`src/rtl/timed_request_queue.sv`:
```
// Timed request queue: buffers trace requests in order and releases each head entry
// once the simulation clock reaches its timestamp, with optional idle fast-forward.
module timed_request_queue #(
  parameter int ADDRESS_WIDTH = 32,
  parameter int TIME_W        = 64,
  parameter int DEPTH         = 16,
  parameter int SKIP_IDLE     = 1
) (
  input  logic                     clk,
  input  logic                     rst,
  input  logic                     in_valid,
  output logic                     in_ready,
  input  logic [TIME_W-1:0]        in_time,
  input  logic [1:0]               in_op,
  input  logic [ADDRESS_WIDTH-1:0] in_addr,
  output logic                     out_valid,
  input  logic                     out_ready,
  output logic [1:0]               out_op,
  output logic [ADDRESS_WIDTH-1:0] out_addr,
  output logic [TIME_W-1:0]        out_time,
  output logic [TIME_W-1:0]        clock_count,
  output logic [$clog2(DEPTH):0]   occupancy,
  output logic                     full,
  output logic                     empty,
  output logic                     illegal_op,
  output logic                     order_err
);

  localparam int PTR_W = $clog2(DEPTH);
  localparam int CNT_W = PTR_W + 1;
  localparam logic [1:0] OP_ILLEGAL = 2'd3;

  logic [TIME_W-1:0]        time_mem_q [DEPTH];
  logic [1:0]               op_mem_q   [DEPTH];
  logic [ADDRESS_WIDTH-1:0] addr_mem_q [DEPTH];

  logic [PTR_W-1:0]  head_q, head_d;
  logic [PTR_W-1:0]  tail_q, tail_d;
  logic [CNT_W-1:0]  count_q, count_d;
  logic [TIME_W-1:0] clock_q, clock_d;
  logic [TIME_W-1:0] last_time_q, last_time_d;
  logic              illegal_q, illegal_d;
  logic              order_err_q, order_err_d;

  logic              accept;
  logic              push;
  logic              pop;
  logic              skip_load;
  logic [TIME_W:0]   clock_plus1;
  logic [TIME_W-1:0] head_time;

  assign full      = (count_q == CNT_W'(DEPTH));
  assign empty     = (count_q == '0);
  assign in_ready  = ~full;
  assign head_time = time_mem_q[head_q];

  // Release is purely from registered state: a new entry can never bypass to the output.
  assign out_valid = ~empty & (head_time <= clock_q);
  assign out_op    = empty ? 2'd0 : op_mem_q[head_q];
  assign out_addr  = empty ? '0 : addr_mem_q[head_q];
  assign out_time  = empty ? '0 : head_time;

  assign accept = in_valid & in_ready;
  assign push   = accept & (in_op != OP_ILLEGAL);
  assign pop    = out_valid & out_ready;

  // Extra bit keeps clock+1 from wrapping when the counter is saturated.
  assign clock_plus1 = {1'b0, clock_q} + 1'b1;
  assign skip_load   = (SKIP_IDLE != 0) & push & empty & ~pop &
                       ({1'b0, in_time} > clock_plus1);

  always_comb begin
    head_d      = head_q;
    tail_d      = tail_q;
    count_d     = count_q;
    clock_d     = clock_q;
    last_time_d = last_time_q;
    illegal_d   = accept & (in_op == OP_ILLEGAL);
    order_err_d = push & (in_time < last_time_q);

    if (push) begin
      tail_d      = tail_q + 1'b1;
      last_time_d = in_time;
    end
    if (pop) begin
      head_d = head_q + 1'b1;
    end

    case ({push, pop})
      2'b10:   count_d = count_q + 1'b1;
      2'b01:   count_d = count_q - 1'b1;
      default: count_d = count_q;
    endcase

    if (skip_load) begin
      clock_d = in_time;
    end else if (!(&clock_q)) begin
      clock_d = clock_plus1[TIME_W-1:0];
    end
  end

  always_ff @(posedge clk) begin
    if (rst) begin
      head_q      <= '0;
      tail_q      <= '0;
      count_q     <= '0;
      clock_q     <= '0;
      last_time_q <= '0;
      illegal_q   <= 1'b0;
      order_err_q <= 1'b0;
    end else begin
      head_q      <= head_d;
      tail_q      <= tail_d;
      count_q     <= count_d;
      clock_q     <= clock_d;
      last_time_q <= last_time_d;
      illegal_q   <= illegal_d;
      order_err_q <= order_err_d;
    end
  end

  // Storage needs no reset; occupancy alone decides which entries are meaningful.
  always_ff @(posedge clk) begin
    if (push && !rst) begin
      time_mem_q[tail_q] <= in_time;
      op_mem_q[tail_q]   <= in_op;
      addr_mem_q[tail_q] <= in_addr;
    end
  end

  assign clock_count = clock_q;
  assign occupancy   = count_q;
  assign illegal_op  = illegal_q;
  assign order_err   = order_err_q;

endmodule

```
`config.mk`:
```
export PLATFORM = sky130hd
export DESIGN_NAME = timed_request_queue
export DESIGN_NICKNAME = d
export VERILOG_FILES = /design/src/rtl/timed_request_queue.sv
export SDC_FILE = /design/constraint.sdc
export NUM_CORES = 2
export LEC_CHECK = 0
export CELL_PAD_IN_SITES_DETAIL_PLACEMENT = 1
export CELL_PAD_IN_SITES_GLOBAL_PLACEMENT = 1
export CORE_UTILIZATION = 57
export CTS_BUF_LIST = sky130_fd_sc_hd__clkbuf_16
export DETAILED_ROUTE_END_ITERATION = 10
export PLACE_DENSITY_LB_ADDON = 0.1
export SLEW_MARGIN = 20
export SYNTH_ARGS = -nofsm -noshare
export SYNTH_HDL_FRONTEND = slang
export SYNTH_SLANG_ARGS = --single-unit
```
`constraint.sdc`:
```
create_clock -name clk -period 21.7 [get_ports clk]
set_input_delay 6.51 -clock clk [delete_from_list [all_inputs] [get_ports clk]]
set_output_delay 6.51 -clock clk [all_outputs]
set_load 0.02 [all_outputs]
```
==> results.md <==
- Post-Route WL: about 200 mm
- CTS tree: done
- Fmax: 0.07208 GHz
- Mapped Area: slightly above 70,000 um2
- Slew HR: 23.07%
- Post-Syn Nets: 4,057
- Hold buffers post-CTS: 0
- Largest cells by area after synthesis: edfxtp_1, mux4_2, dfxtp_1
- Arrival @ worst endpoint: roughly 7.4 ns
- First-pass DRT Iterations: 7
- Pwr/cell area: 93.10 nW/um2
- Drt wl/cell: 33.12 um
- Nets: 4,447
- Hold endpoint: last_time_q[0]
- MaxCap Viol Count: 0
- DRT antenna net count: 0
- Drt initial violations: 4,180
- Share of cells above drive strength 1: between 20 and 25%
- Post-CTS sizing: 0
- CP delay by family, top: buffers and inverters
- IR drop worst, VDD: 0.1039 mV
- Crit-path max FO: 67
- Largest net degree at the start of global routing: 132
- Yosys cell types: 58
- Floorplan Core Area: 123,600 um2
- Syn avg cell area: 18.93 um2
- Worst R2R Setup Slack: 13.37 ns
- Post-synthesis sequential area ratio: 70.40%
- Later-pin clock latency in the skew report: 0.81 ns
- Hold Path Stages: 2
- Yosys top cell area share: around two thirds
- Via density: 6.492
- Crit path cell chain: buf_12 > buf_4 > mux4_2 > mux4_2 > ha_1 > nand4_1 > nor4_2 > a21oi_1 > o221ai_1 > nand2_1 > clkdlybuf4s50_1
- Worst hold path class: register to register
- # rows: 129
- Die H: ~360 um
- Flop and latch count out of synthesis: 1,715
- Type of the worst setup path: register to primary output
- Cells after synthesis: 3,753
- Status: finished clean
- Final routed DRC violation total: 0
- Clock Pin Slew Worst Setup and Hold Paths: 0.06 ns
- Die Footprint: approximately 130,000 um2
- HPWL after DPL: 114.7 mm
- Hold Fails Final Rpt: 0
- Starting Density: 57.48%
- Pleak: about 26 nW
- I/O pins: about 280
- Grt ovf: 0
- Syn. warnings: 0
- Cts bufs inserted: 175
- Die span in x: 355.1 um
- TNS Setup: 0 ns
- Slowest cell on the critical path: dfxtp_4
- Buf/Inv on CP: 3
- DR vias: 38,490
- Max clock buf depth: 3
- All-layer global routing usage: 31.70%
- Top_reg_cell synth: edfxtp_1
- Area leader, netlist: edfxtp_1
- Vias in the first global route: 40,900
- Worst setup EP type: primary output
- Max incr delay on CP: 0.99 ns
- Worst Skew: around 0.026 ns
- Htree depth: 4
- Startpoint types: register
- Final min period: 13.87 ns
- Postcts setup bufs: 0
- RSZ-0062 raised after global routing: false
- Ys async rst share: 0%
- Max-slew violation count: 0
- Most frequent cell on the critical path: mux4_2
- Layout area overhead: 15.10%
- TritonCTS Sinks: 1,715
- Reg2Reg Depth: 21
- Reg2Reg Capture Point: occupancy[4]
- Fin util: 66.15%
- Worst Hold Launch: last_time_q[0]
- EDFF count, synth: 1,568
- Worst-Margin Slew: 1.151 ns
- Routability congestion estimate: ~0.85
- Tcrit/Tclk final: between 60 and 70%
- Antenna violations before repair: 9
- Final setup fails: 0
- CP required: roughly 15 ns
- Buffers on Ports: 274
- Root buffer selected by CTS: clkbuf_16
- First-pass GRT wire length: 284.2 mm
-- cell families after synthesis --
group / count (synthesis) / synth area share, %
AOI/OAI and AO/OA: 295 / 2.551
and+or+nand+nor: 537 / 3.886
buffers and inverters: 378 / 2.157
muxes: 557 / 16.59
DFF: 1715 / 70.40
xor gates and xnor gates: 69 / 0.8504
adders and majority gates: 202 / 3.567
-- layout by cell type (no fill, tap or decap), types with 7 or more instances in the layout --
master,n
nand4_1,53
nand2_1,189
nor4_1,11
buf_4,104
a211oi_1,7
clkinvlp_4,11
xnor2_1,64
mux4_2,490
o21ai_0,27
a21o_1,22
a221oi_1,7
a21oi_2,39
edfxtp_1,1568
bufinv_16,13
inv_1,243
nor3_1,36
clkdlybuf4s50_1,273
ha_1,201
inv_6,9
a21oi_1,164
nand3_1,36
and4_1,10
nor2_1,45
mux2_2,59
o211ai_1,9
nor2b_1,107
clkbuf_16,179
clkinv_1,33
nor2_4,12
clkinv_2,29
dfxtp_1,143
-- synthesized netlist by cell type (all sizes together) (57+ instances only) --
library cell,count
a21oi,204
buf,70
clkbuf,102
dfxtp,147
edfxtp,1568
ha,201
inv,206
mux2,65
mux4,490
nand2,189
nor2,57
nor2b,108
xnor2,64
-- worst max-delay path by stage --
stage	slack, ns	cells after the start	from	endpoint
3_3_place_gp	8.37	11	register	out_valid
3_5_place_dp	8.53	13	register	out_valid
6_report	7.83	11	register	out_valid
4_1_cts	7.63	13	register	out_valid
5_1_grt	7.35	13	register	out_valid
2_1_floorplan	7.06	6	in_valid	addr_mem_q[2][0]
-- tightest hold or removal path: stages (launching register included) --
cell	delay [ns]
dfxtp_1	0.31
nand2_1	0.05
a21oi_1	0.05
-- power by group --
group          switching (mW)  internal [mW]  leakage [nW]  total [mW]
registers              0.0511           3.65          15.3        3.70
clock network            1.29           1.66          2.87        2.95
logic                   0.553          0.420          7.58       0.973
total                    1.89           5.72          25.8        7.61
-- through the flow --
stage	setup WS [ns]	cells	area (um2)	power [mW]	hold slack [ns]
final	7.826	5929	81790	7.615	0.4545
after global routing	7.346	5927	81780	7.820	0.4616
after CTS	7.630	5925	81750	7.646	0.4543
after detailed placement	8.526	5602	76160	4.731	0.4456
after global placement	8.370	5600	76110	4.700	0.4402
after floorplan	7.062	3753	71060	4.307	0.4336
-- final cells by class --
| cell class | instances | area (um2) |
|---|---|---|
| fillers | 10330 | 41850 |
| diodes | 3 | 7.507 |
| well taps | 1637 | 2048 |
| clock inverters | 144 | 1115 |
| repair buffers | 385 | 3680 |
| multi-input cells | 1660 | 19640 |
| clock buffers | 179 | 4479 |
| inverters | 206 | 773.2 |
| flip-flops and latches | 1715 | 50040 |
-- registers in the layout, indices dropped and copies added (netlist names), named ones only --
| name | flops |
|---|---|
| order_err | 1 |
| time_mem_q | 1024 |
| head_q | 4 |
| illegal_op | 1 |
| tail_q | 4 |
| occupancy | 5 |
| clock_count | 64 |
| op_mem_q | 32 |
| addr_mem_q | 512 |
| last_time_q | 64 |
-- per-layer routing --
layer / global-route usage, % / vias up / part of all wire (%)
met3: 5.364 / 288 / 7.7
met2: 52.34 / 1716 / 50
met5: 0 / - / 0.039
met4: 8.750 / 12 / 2.5
met1: 44.14 / 20650 / 40
li1: - / 15830 / -
(Power assumes the default switching activity.)
